<file path="src/rtl/uart_cmd_pkg.sv">
// Package: opcodes, reply bytes, FSM encoding and payload-length lookup
// shared by uart_cmd_controller and its reply serializer.
package uart_cmd_pkg;

    localparam logic [7:0] OP_SET_SIG = 8'h01;
    localparam logic [7:0] OP_SET_ADD = 8'h02;
    localparam logic [7:0] OP_SET_AMP = 8'h03;
    localparam logic [7:0] OP_RD_SIG  = 8'h04;

    localparam logic [7:0] ACK_BYTE = 8'h06;
    localparam logic [7:0] NAK_BYTE = 8'h15;

    typedef enum logic [2:0] {
        ST_IDLE,
        ST_CMD,
        ST_PAYLOAD,
        ST_CHK,
        ST_EXEC,
        ST_TX
    } state_t;

    // Unknown opcodes also report 0; op_known() tells them apart from RD_SIG.
    function automatic logic [2:0] op_len(input logic [7:0] opcode);
        case (opcode)
            OP_SET_SIG:             op_len = 3'd1;
            OP_SET_ADD, OP_SET_AMP: op_len = 3'd4;
            default:                op_len = 3'd0;
        endcase
    endfunction

    function automatic logic op_known(input logic [7:0] opcode);
        return opcode inside {OP_SET_SIG, OP_SET_ADD, OP_SET_AMP, OP_RD_SIG};
    endfunction

endpackage

</file>
<file path="src/rtl/uart_reply_serializer.sv">
// Reply serializer: loads a 1- or 4-byte reply (left-aligned in a 32-bit word)
// and streams it MSB first over a valid/ready byte interface.
module uart_reply_serializer (
    input  logic        clk,
    input  logic        rst_n,
    input  logic        load,
    input  logic [31:0] load_word,
    input  logic [2:0]  load_count,
    input  logic        ready,
    output logic [7:0]  data,
    output logic        valid,
    output logic        done
);

    logic [31:0] word;
    logic [2:0]  remaining;

    // NOTE: sequential state uses non-blocking assignments so every flop samples pre-edge values.
    always_ff @(posedge clk or negedge rst_n) begin
        if (!rst_n) begin
            word      <= '0;
            remaining <= '0;
        end else if (load) begin
            word      <= load_word;
            remaining <= load_count;
        end else if (valid && ready) begin
            word      <= {word[23:0], 8'h00};
            remaining <= remaining - 3'd1;
        end
    end

    assign data  = word[31:24];
    assign valid = (remaining != 3'd0);
    assign done  = valid && ready && (remaining == 3'd1);

endmodule

</file>
<file path="src/rtl/uart_cmd_controller.sv">
// Framed UART command parser updating the waveform parameter registers and replying ACK/NAK/readback.
// Build option: define UART_CMD_CHECKSUM_EN to require a trailing XOR checksum byte per frame.
module uart_cmd_controller
    import uart_cmd_pkg::*;
#(
    parameter logic [7:0]  HEADER            = 8'hA5,
    parameter int unsigned TIMEOUT_CYCLES    = 500000,
    parameter logic [7:0]  DEFAULT_SIGNAL    = 8'd0,
    parameter logic [31:0] DEFAULT_ADDER     = 32'd0,
    parameter logic [31:0] DEFAULT_AMPLITUDE = 32'd0
) (
    input  logic        clk,
    input  logic        reset,
    output logic        from_uart_ready,
    input  logic [7:0]  from_uart_data,
    input  logic        from_uart_error,
    input  logic        from_uart_valid,
    output logic [7:0]  to_uart_data,
    output logic        to_uart_error,
    output logic        to_uart_valid,
    input  logic        to_uart_ready,
    output logic [7:0]  signalNumber,
    output logic [31:0] adder,
    output logic [31:0] amplitude,
    output logic        cfg_update,
    input  logic [31:0] signal
);

    localparam int TW = (TIMEOUT_CYCLES > 2) ? $clog2(TIMEOUT_CYCLES) : 1;

`ifdef UART_CMD_CHECKSUM_EN
    localparam state_t ST_AFTER_DATA = ST_CHK;
`else
    localparam state_t ST_AFTER_DATA = ST_EXEC;
`endif

    state_t        state, next_state;
    logic          rx_beat, receiving, timed_out, nak;
    logic [7:0]    opcode_q, chk_acc;
    logic [31:0]   shift_q;
    logic [2:0]    len_left;
    logic          bad_chk;
    logic [TW-1:0] timer;
    logic          tx_load, tx_done;
    logic [31:0]   tx_word;
    logic [2:0]    tx_count;

    assign rx_beat       = from_uart_valid & from_uart_ready;
    assign receiving     = (state == ST_CMD) || (state == ST_PAYLOAD) || (state == ST_CHK);
    assign timed_out     = receiving && (timer == TW'(TIMEOUT_CYCLES - 1));
    assign nak           = !op_known(opcode_q) || bad_chk;
    assign to_uart_error = 1'b0;

    always_comb begin
        // NOTE: next_state is defaulted first so no branch leaves it unassigned (no latch).
        next_state = state;
        case (state)
            ST_IDLE:
                if (rx_beat && !from_uart_error && from_uart_data == HEADER) next_state = ST_CMD;
            ST_CMD:
                if (rx_beat) begin
                    if (from_uart_error)                     next_state = ST_IDLE;
                    else if (!op_known(from_uart_data))      next_state = ST_EXEC;
                    else if (op_len(from_uart_data) == 3'd0) next_state = ST_AFTER_DATA;
                    else                                     next_state = ST_PAYLOAD;
                end else if (timed_out) begin
                    next_state = ST_IDLE;
                end
            ST_PAYLOAD:
                if (rx_beat) begin
                    if (from_uart_error)        next_state = ST_IDLE;
                    else if (len_left == 3'd1)  next_state = ST_AFTER_DATA;
                end else if (timed_out) begin
                    next_state = ST_IDLE;
                end
`ifdef UART_CMD_CHECKSUM_EN
            ST_CHK:
                if (rx_beat)        next_state = from_uart_error ? ST_IDLE : ST_EXEC;
                else if (timed_out) next_state = ST_IDLE;
`endif
            ST_EXEC: next_state = ST_TX;
            ST_TX:   if (tx_done) next_state = ST_IDLE;
            default: next_state = ST_IDLE;
        endcase
    end

    always_comb begin
        tx_load  = (state == ST_EXEC);
        tx_word  = {ACK_BYTE, 24'h0};
        tx_count = 3'd1;
        if (nak) begin
            tx_word = {NAK_BYTE, 24'h0};
        end else if (opcode_q == OP_RD_SIG) begin
            tx_word  = signal;
            tx_count = 3'd4;
        end
    end

    // Ready is registered from next_state: low throughout reset and from the first EXEC cycle.
    always_ff @(posedge clk or negedge reset) begin
        if (!reset) begin
            state           <= ST_IDLE;
            from_uart_ready <= 1'b0;
        end else begin
            state           <= next_state;
            from_uart_ready <= next_state inside {ST_IDLE, ST_CMD, ST_PAYLOAD, ST_CHK};
        end
    end

    always_ff @(posedge clk or negedge reset) begin
        if (!reset)                                  timer <= '0;
        else if (rx_beat || !receiving || timed_out) timer <= '0;
        else                                         timer <= timer + TW'(1);
    end

    always_ff @(posedge clk or negedge reset) begin
        if (!reset) begin
            opcode_q <= '0;
            shift_q  <= '0;
            len_left <= '0;
            chk_acc  <= '0;
            bad_chk  <= 1'b0;
        end else if (rx_beat && !from_uart_error) begin
            case (state)
                ST_CMD: begin
                    opcode_q <= from_uart_data;
                    len_left <= op_len(from_uart_data);
                    chk_acc  <= from_uart_data;
                    bad_chk  <= 1'b0;
                end
                ST_PAYLOAD: begin
                    shift_q  <= {shift_q[23:0], from_uart_data};
                    len_left <= len_left - 3'd1;
                    chk_acc  <= chk_acc ^ from_uart_data;
                end
                ST_CHK:  bad_chk <= (from_uart_data != chk_acc);
                default: ;
            endcase
        end
    end

    always_ff @(posedge clk or negedge reset) begin
        if (!reset) begin
            signalNumber <= DEFAULT_SIGNAL;
            adder        <= DEFAULT_ADDER;
            amplitude    <= DEFAULT_AMPLITUDE;
            cfg_update   <= 1'b0;
        end else begin
            cfg_update <= 1'b0;
            if (state == ST_EXEC && !nak) begin
                case (opcode_q)
                    OP_SET_SIG: begin signalNumber <= shift_q[7:0]; cfg_update <= 1'b1; end
                    OP_SET_ADD: begin adder        <= shift_q;      cfg_update <= 1'b1; end
                    OP_SET_AMP: begin amplitude    <= shift_q;      cfg_update <= 1'b1; end
                    default:    ;
                endcase
            end
        end
    end

    uart_reply_serializer u_reply (
        .clk        (clk),
        .rst_n      (reset),
        .load       (tx_load),
        .load_word  (tx_word),
        .load_count (tx_count),
        .ready      (to_uart_ready),
        .data       (to_uart_data),
        .valid      (to_uart_valid),
        .done       (tx_done)
    );

endmodule
</file>
<file path="config.mk">
export PLATFORM = sky130hd
export DESIGN_NAME = uart_cmd_controller
export DESIGN_NICKNAME = d
export VERILOG_FILES = /design/src/rtl/uart_cmd_pkg.sv /design/src/rtl/uart_reply_serializer.sv /design/src/rtl/uart_cmd_controller.sv
export SDC_FILE = /design/constraint.sdc
export NUM_CORES = 1
export LEC_CHECK = 0
export CAP_MARGIN = 20
export CORE_ASPECT_RATIO = 1.5
export CORE_MARGIN = 2
export CORE_UTILIZATION = 35
export DETAILED_ROUTE_END_ITERATION = 10
export GPL_TIMING_DRIVEN = 1
export HOLD_SLACK_MARGIN = 0.03
export SLEW_MARGIN = 20
export SYNTH_ARGS = -nofsm -noshare
export SYNTH_HDL_FRONTEND = slang
export SYNTH_SLANG_ARGS = --single-unit
export TNS_END_PERCENT = 50
</file>
<file path="constraint.sdc">
create_clock -name clk -period 4.8 [get_ports clk]
set_clock_uncertainty 0.1 [all_clocks]
set_input_delay 0.96 -clock clk [delete_from_list [all_inputs] [get_ports clk]]
set_output_delay 0.96 -clock clk [all_outputs]
set_load 0.01 [all_outputs]
</file>
# After elaboration in Yosys (flattened, before gate mapping)
# Cells that the tools add are included.
[word_totals]
regBits = 183
output_inout_bits = 84
[classes]
add_sub_neg = 3
eq_ne = 21
n_mux = 30
bitwise = 2
reduce_logical = 34
[ops]
columns = ["op", "count"]
rows = [
  ["$mux 32", 4],
  ["$mux 3", 18],
  ["$eq 8x2->1 const B", 4],
  ["$add 19x1->19 const B", 1],
  ["$eq 19x19->1 const B", 1],
  ["$mux 19", 1],
  ["$eq 8x1->1 const B", 2],
  ["$eq 8x3->1 const B", 2],
  ["$pmux 8 s2", 1],
  ["$pmux 3 s5", 1],
  ["$reduce_and 2->1", 7],
  ["$eq 3x1->1 const B", 4],
  ["$eq 3x2->1 const B", 4],
  ["$pmux 3 s2", 2],
  ["$reduce_bool 4->1", 3],
  ["$logic_not 3->1", 3],
  ["$eq 8x8->1 const B", 1],
  ["$ne 8x8->1", 1],
  ["$xor 8x8->8", 1],
  ["$eq 3x3->1 const B", 2],
  ["$logic_and 1x1->1", 6],
  ["$reduce_bool 2->1", 3],
  ["$sub 3x1->3 const B", 2],
  ["$logic_or 1x1->1", 5],
  ["7 further kinds", 11],
]

# Depth between registers and ports, before layout
# Gate-level depths: netlist of run 1.
[depth]
ltp_word = 15
ltp_mapped = 8

# Hierarchy
# From an unflattened synthesis of run 1, not the netlist that was laid out.
[hier_totals]
cells_unflattened = 691
area_unflattened_um2 = 8400.6
[by_module_without_submodules]
columns = ["mod", "n_inst", "cells_each", "area_each_um2", "seq_area_each_um2"]
rows = [
  ["uart_cmd_controller", 1, 521, 6547.5, 3703.6],
  ["uart_reply_serializer", 1, 170, 1853.0, 875.8],
]

# Worst setup path after synthesis of run 1
# No wires, ideal clock.
[synth_path]
kind = "reg2reg"
startpoint = "reg state[0]"
endpoint = "reg adder[0]"
t_arrival_ns = 2.448
required_ns = 4.575
path_slack_ns = 2.127
stages_incl_launch_ff = 9
n_path_buf = 4
path_cell_list = "dfrtp_1 -> buf_6 -> or3b_1 -> buf_2 -> or3_4 -> or4b_4 -> buf_6 -> buf_12 -> mux2_4"
[synth_via]
elab_chain_len = 3
[synth_lines]
columns = ["item", "line", "text"]
rows = [
  ["start, declared", "uart_cmd_controller.sv:37", "state_t state, next_state;"],
  ["start signal, assigned", "uart_cmd_controller.sv:105", "state <= next_state;"],
  ["$eq 3x3->1", "uart_cmd_controller.sv:150", "if (state == ST_EXEC && !nak) begin"],
  ["$logic_and 1x1->1", "uart_cmd_controller.sv:150", ""],
  ["$reduce_and 2->1 (no source line)", "-", ""],
  ["end signal, assigned", "uart_cmd_controller.sv:145", "adder <= DEFAULT_ADDER;"],
  ["end signal, assigned", "uart_cmd_controller.sv:153", "OP_SET_ADD: begin adder <= shift_q; cfg_update <= 1'b1; end"],
  ["end, declared", "uart_cmd_controller.sv:23", "output logic [31:0] adder,"],
]
# No other way between the ends.
# A chain may end at the register's enable or synchronous reset.

# Final worst setup path of run 1
[layout_path]
startpoint = "reg state[0]"
endpoint = "reg adder[7]"
# Same word-level chain as after synthesis.

==> results of run 1 <==
## final timing paths
check	to	slack, ns	startpoint	depth (start not counted)
min in group asynchronous	amplitude[28]	0.58	reset	1
min	bad_chk	0.37	bad_chk	2
max reg2reg	adder[7]	1.58	state[0]	4
min reg2reg	bad_chk	0.37	bad_chk	2
max	adder[7]	1.58	state[0]	4
max in group asynchronous	len_left[1]	3.14	reset	2
## Yosys cell counts (all sizes together) (6+ instances only)
cell type,n,share of area [%]
dfrtp,183,58
nand2,156,7.4
mux2,72,12
o21ai,34,2.1
clkbuf,32,1.5
nor2,27,1.3
a21oi,20,1.3
a2bb2oi,20,2.2
buf,16,2.0
xnor2,14,1.5
a22o,9,0.99
inv,9,0.42
or3,9,0.77
a311oi,8,0.88
nand4,8,0.63
nor3,7,0.44
or2,7,0.55
ha,6,0.94
## logic make-up (layout without fill, tap and decap cells)
| logic type | count (synthesis) | count (layout) |
|---|---|---|
| simple gates | 247 | 247 |
| flops | 183 | 183 |
| compound gates | 111 | 111 |
| mux | 75 | 75 |
| buf+inv | 57 | 173 |
| xor+xnor | 19 | 19 |
| fa+ha+maj | 6 | 6 |
| other cells | 1 | 1 |
## cell usage in the layout (no fill, tap or decap), types with 3 or more instances in the layout
master	synthesis	layout
sky130_fd_sc_hd__a21oi_1	20	20
sky130_fd_sc_hd__a22o_1	9	9
sky130_fd_sc_hd__a2bb2oi_1	20	20
sky130_fd_sc_hd__a311oi_1	8	8
sky130_fd_sc_hd__a31oi_1	3	3
sky130_fd_sc_hd__buf_4	9	5
sky130_fd_sc_hd__clkbuf_16	0	17
sky130_fd_sc_hd__clkdlybuf4s50_1	0	126
sky130_fd_sc_hd__clkinv_4	0	3
sky130_fd_sc_hd__dfrtp_1	183	183
sky130_fd_sc_hd__ha_1	6	6
sky130_fd_sc_hd__inv_1	9	9
sky130_fd_sc_hd__inv_6	0	4
sky130_fd_sc_hd__mux2_2	42	42
sky130_fd_sc_hd__mux2_4	30	30
sky130_fd_sc_hd__mux2i_1	3	3
sky130_fd_sc_hd__nand2_1	156	156
sky130_fd_sc_hd__nand2b_1	4	4
sky130_fd_sc_hd__nand3_1	5	5
sky130_fd_sc_hd__nand4_1	8	8
sky130_fd_sc_hd__nor2_1	27	26
sky130_fd_sc_hd__nor3_1	7	7
sky130_fd_sc_hd__nor4_1	4	3
sky130_fd_sc_hd__nor4b_1	3	3
sky130_fd_sc_hd__o21ai_0	34	34
sky130_fd_sc_hd__o22ai_1	5	5
sky130_fd_sc_hd__or2_2	7	7
sky130_fd_sc_hd__or3_1	8	8
sky130_fd_sc_hd__or4_1	3	3
sky130_fd_sc_hd__xnor2_1	14	14
sky130_fd_sc_hd__xor2_1	5	5
## power by group
group	internal [W]	switching, W	leakage [nW]
logic	0.000400	0.000436	1.84
registers	0.00172	0.000137	2.49
clock network	0.000772	0.000609	0.275
total	0.00289	0.00118	4.60
## layer usage
| metal | vias up | share of wire (%) | GRT usage [%] |
|---|---|---|---|
| li1 | 2625 | - | - |
| met1 | 2678 | 44 | 19.19 |
| met2 | 115 | 52 | 26.80 |
| met3 | 21 | 3.3 | 3.152 |
| met4 | 0 | 1.4 | 4.903 |
| met5 | - | 0 | 0 |
## state kept, by name, indices dropped and copies added (netlist names), 8 cells and up
name	flops
u_reply.word	32
chk_acc	8
adder	32
timer	19
opcode_q	8
shift_q	32
amplitude	32
signalNumber	8
## per-stage QoR
| stage | hold WS, ns | cells |
|---|---|---|
| floorplan | 0.3377 | 699 |
| global placement | 0.3506 | 1060 |
| detailed placement | 0.3550 | 1060 |
| CTS | 0.3726 | 1091 |
| global route | 0.3955 | 1091 |
| finish | 0.3686 | 1091 |
## cell type report
class / instances / area, um^2 / area share [%]
clock buffer: 19 / 432.9 / 4.349
clock inverter: 12 / 141.4 / 1.420
inverter: 9 / 33.78 / 0.3394
multi-input combinational: 459 / 3088 / 31.02
sequential: 183 / 4579 / 46.01
tap: 276 / 345.3 / 3.470
timing repair buffer: 133 / 1333 / 13.39
## worst max-delay path, delay by kind of cell (launching register included)
kind	cells	cell delay [ns]
muxes	1	0.39
and+or+nand+nor	3	2.10
DFF	1	0.48
==> results summary, run 1 <==
The clock tree buffer depth is 2. The adder-cell share of the synthesized area came out at 0.9430%. The clock insertion delay at the later pin of the skew report came out at 0.43 ns. The total number of nets in the final design is 854. The number of CTS-inserted buffers is 17. The total number of yosys warnings is 0. The global-route wire length before repair is 29.35 mm. The wire length per cell after detailed routing is 16.58 um.

The final critical path takes up 66.99% of the cycle. The number of distinct library cell variants in the gate-level netlist after synthesis came out at 52. After Yosys synthesis, XOR and XNOR cells account for 2.090% of the synthesized area. The setup violation total in the final timing report came out at 0. For this run, the slowest stage of the critical path takes 0.81 ns. Across the VDD grid, the largest voltage drop is 266.0 uV.

TritonCTS built the clock tree. The number of nets with antenna violations after detailed routing came out at 0. The critical setup path kind is register to register.

STA classifies the critical path startpoint as a register. Once detailed placement completed, the half-perimeter wirelength came to 12.37 mm. After synthesis the cells add up to 7961 um^2. The total global routing overflow came out at 0.

The detailed router's first-iteration violation count is 279. The number of pins with negative max-slew slack in the final report is 0. The headroom to the max-slew limit is 38.20%. The iteration count of the initial detailed-routing pass is 4. The vias after detailed routing came out at 5439. The worst-path maximum fanout is 32. The pre-CTS worst setup slack is 1.579 ns. Synthesis produced 699 cells. The run finished with clean final reports.

The number of port buffers came out at 127. After synthesis, the largest family of logic cells by area is simple AND/OR/NAND/NOR gates. The achievable clock frequency is 311.0 MHz. The row count is 67. The via-per-instance ratio came out at 4.985.

The repair_antennas step left the layout with diodes totalling 0. The post-layout worst setup margin came out at 1.585 ns. After floorplanning, the core was sized to cover 22380 um^2.

The fill cell instance count of the final layout came out at 2054. The post-route netlist has 15.21% of its cells at a drive strength greater than 1. The placed instance area came out at 9379 um^2. The total power per unit cell area is 409.5 nW/um^2.

The critical path arrival came out at 3.43 ns. STA classifies the critical path endpoint as a register. The per-instance average area after synthesis is 11.39 um^2. The area added between synthesis and finish is 25.02%. For the final routed database, the setup TNS stands at 0 ns.

The path class of the tightest hold or removal check is register to register. Across the run, the number of max-cap violations was 0. The count of flip-flops with a built-in enable after synthesis is 0. The cell chosen for the clock root is sky130_fd_sc_hd__clkbuf_16. The final number of hold-violating endpoints came out at 0. The slew of the pin with the lowest slew margin is 0.9270 ns.

129 I/O pins were placed. The detailed-route DRC error count came out at 0. The total routing usage reported by global routing is 15.43%. The die width came out at 127.1 um.

The synthesized design contains 183 register bits. Data on the critical path is required at its endpoint by 5.02 ns. The static leakage came out at 4.597 nW. The post-synth net total came out at 750. The post-CTS setup buffer count came out at 0. The die area is 23990 um^2. The via count of the first global-routing pass is 5431. After routing the design area is 9953 um^2.

The number of buffers added to fix hold violations after cts is 0. Setup repair after global routing left no endpoint under its margin. The routability-driven placement congestion ratio is 0.7774. Summing the sequential cell areas from Yosys gives 57.52% of the chip area.

The largest net degree at the start of global routing is 117. The register clock-pin slew on the reported worst setup and hold paths is 0.07 ns. The number of levels in the clock H-tree came out at 4. The die span in y came out at 188.7 um. The overall routed net length is 18.09 mm. Summing the areas of all compound-gate instances in the mapped netlist gives 9.335% of the synthesized area.

For this run, the leading register cell type out of synthesis is sky130_fd_sc_hd__dfrtp_1. The cell with the biggest individual delay on the critical path is sky130_fd_sc_hd__or4b_4. The share of synthesized area spent on multiplexers came out at 11.98%. Summing the areas of all and, or, nand and nor instances in the mapped netlist gives 14.14% of the synthesized area. The critical path goes through or3b_1 -> or3_4 -> or4b_4 -> mux2_4. The number of antenna violations at the first check in global routing was 0. The power consumption came out at 0.004076 W. The post-route core utilization is 44.47%. The number of clock sinks seen by CTS came out at 183.

Once the floorplan was initialized, standard cells occupied 35.57% of the core. In the synthesized netlist the async set-or-reset flop fraction comes to 100.0%. The quantity of gates resized following cts is 0. The final period demand of the worst path is 3.215 ns.
Note: power is estimated with default switching activity, not from simulation.
==> run 2: changes to the inputs <==
==> constraint.sdc (replaced) <==
create_clock -name clk -period 3.25 [get_ports clk]
set_clock_uncertainty 0.1 [all_clocks]
set_input_delay 0.65 -clock clk [delete_from_list [all_inputs] [get_ports clk]]
set_output_delay 0.65 -clock clk [all_outputs]
set_load 0.01 [all_outputs]
==> results summary, run 2 (synthesis gave the netlist of run 1 again) <==
The flow ran to the end, and the final reports show no timing, DRC or antenna violations. The number of clock sinks seen by CTS is 183 (unchanged). The global-route wire length before repair came to 29.98 mm (+2.1%). The clock tree buffer depth is 2 (unchanged).

The vias after detailed routing is 5559 (+2.2%). The number of max-cap violations came out at 0 (unchanged). The die area is 23990 um^2 (unchanged). The headroom to the max-slew limit is 49.40% (+11 points).

The final number of hold-violating endpoints was 0 (unchanged). The count of buffering cells on the critical path with inverters included came out at 0 (unchanged). The total number of nets in the final design is 869 (+1.8%). The wire length per cell after detailed routing came to 16.74 um (+0.92%). The largest net degree at the start of global routing came to 91 (-22%).

The effective utilization at floorplan was 35.57% (unchanged). The critical path arrival was 3.02 ns (-0.41 ns). The estimated wirelength of the detail-placed design is 12.80 mm (+3.4%). The register clock-pin slew on the reported worst setup and hold paths came out at 0.07 ns (about the same). The fill cell instance count of the final layout was 2096 (+2.0%).

The fraction of final layout cells sized beyond drive strength 1 came out at 16.65% (+1.4 points). The total negative slack for setup checks came out at 0 ns (unchanged). The worst-path maximum fanout is 32 (unchanged). The total inserted antenna cells was 0 (unchanged).

The cell chosen for the clock root is sky130_fd_sc_hd__clkbuf_16. The routability-driven placement congestion ratio came to 0.7888 (+1.5%). The number of buffers added to fix hold violations after cts came out at 0 (unchanged). The post-layout instance count excluding filler cells came out at 1105 (+1.3%). The clock insertion delay at the later pin of the skew report is 0.44 ns (about the same). The number of antenna violations at the first check in global routing came out at 0 (unchanged). The total power per unit cell area is 607.0 nW/um^2 (+48%). The worst hold slack after final layout is 0.1864 ns (-0.1822 ns). The clock tree from TritonCTS is yes.

The required time at the worst-slack endpoint is 3.47 ns (-1.55 ns). The quantity of gates resized following cts is 0 (unchanged). The via count of the first global-routing pass came out at 5554 (+2.3%). The total global routing overflow came to 0 (unchanged). The delay contributed by the slowest stage of the critical path came to 0.81 ns (about the same). The I/O pin total came to 129 (unchanged). The die span in y came out at 188.7 um (unchanged).

The post-CTS setup buffer count is 0 (unchanged). The row count is 67 (unchanged). The library cell used most frequently in the layout, excluding fill and tap cells, is sky130_fd_sc_hd__dfrtp_1. The number of port buffers was 127 (unchanged). In the layout the commonest cells are sky130_fd_sc_hd__dfrtp_1, sky130_fd_sc_hd__nand2_1, sky130_fd_sc_hd__clkdlybuf4s50_1. The achievable clock frequency came out at 357.0 MHz (+15%). The worst hold path class is primary input to async pin. The number of levels in the clock H-tree is 4 (unchanged). The iteration count of the initial detailed-routing pass was 4 (unchanged). Setup repair after global routing left no endpoint under its margin. The largest vdd supply drop came out at 415.4 uV (+56%). For this design, the slowest cell found on the critical path is sky130_fd_sc_hd__or4b_4.

The overall routed net length came out at 18.49 mm (+2.2%). The critical path is of the register to register type. The static leakage is 4.680 nW (+1.8%). The critical path goes through or4_1 -> or3_4 -> or4b_4 -> mux2_4. The via-per-instance ratio is 5.031 (+0.91%). The area added between synthesis and finish came out at 26.65%. On the critical path the largest part of the delay comes from simple AND/OR/NAND/NOR gates. The number of CTS-inserted buffers came out at 17 (unchanged). The die width was 127.1 um (unchanged).

The detailed-route DRC error count came out at 0 (unchanged). The total routing usage reported by global routing is 15.86% (+0.43 points). The detailed router's first-iteration violation count is 237 (-15%). The setup violation total in the final timing report is 0 (unchanged). The number of nets with antenna violations after detailed routing came to 0 (unchanged). The number of placed instances, taps included is 1075 (+1.4%). The final period demand of the worst path is 2.801 ns (-0.4139 ns). The core footprint is 22380 um^2 (unchanged). The slew of the pin with the lowest slew margin came out at 0.7590 ns (-0.1680 ns).

STA classifies the critical path startpoint as a register. The post-route clock period utilization is 86.20% (+19 points). The worst setup path is captured at a register. The number of pins with negative max-slew slack in the final report is 0 (unchanged).
## run 2: routing by layer
metal	GRT usage (%)	wire length (um)
met5	0	0
met4	5.790	340
met3	3.208	627
met2	26.84	9413
met1	20.07	8113
## run 2: cell type report
cell class                 instances  area (um^2)  area share, %
tap                              276        345.3          3.425
timing repair buffer             148         1458          14.46
sequential                       183         4579          45.42
inverter                           9        33.78         0.3350
clock inverter                    11        142.6          1.415
multi-input combinational        459         3082          30.56
clock buffer                      19        442.9          4.393
## run 2: report_power, final
part | internal, W | switching, W
clock | 0.00117 | 0.000930
combinational | 0.000628 | 0.000668
sequential | 0.00254 | 0.000184
total | 0.00434 | 0.00178
## run 2: worst paths after layout
path | endpoint | slack, ns | depth (start not counted) | startpoint
worst max-delay path | adder[7] | 0.45 | 4 | opcode_q[3]
worst min-delay path | adder[28] | 0.19 | 1 | reset
worst min register to register | opcode_q[7] | 0.37 | 2 | opcode_q[7]
worst max register to register | adder[7] | 0.45 | 4 | opcode_q[3]
min in group clk | opcode_q[7] | 0.37 | 2 | opcode_q[7]
max in group asynchronous | opcode_q[5] | 2.08 | 2 | reset
## run 2: through the flow
| step | cell area, um^2 | worst slack (ns) | power, W | utilization (%) |
|---|---|---|---|---|
| CTS | 10080 | 0.4382 | 0.006199 | 45.05 |
| global route | 10080 | 0.3870 | 0.006443 | 45.05 |
| global placement | 9498 | 0.4680 | 0.004059 | 42.43 |
| finish | 10080 | 0.4486 | 0.006120 | 45.05 |
| detailed placement | 9498 | 0.4133 | 0.004078 | 42.43 |
| floorplan | 7961 | 0.5770 | 0.003637 | - |
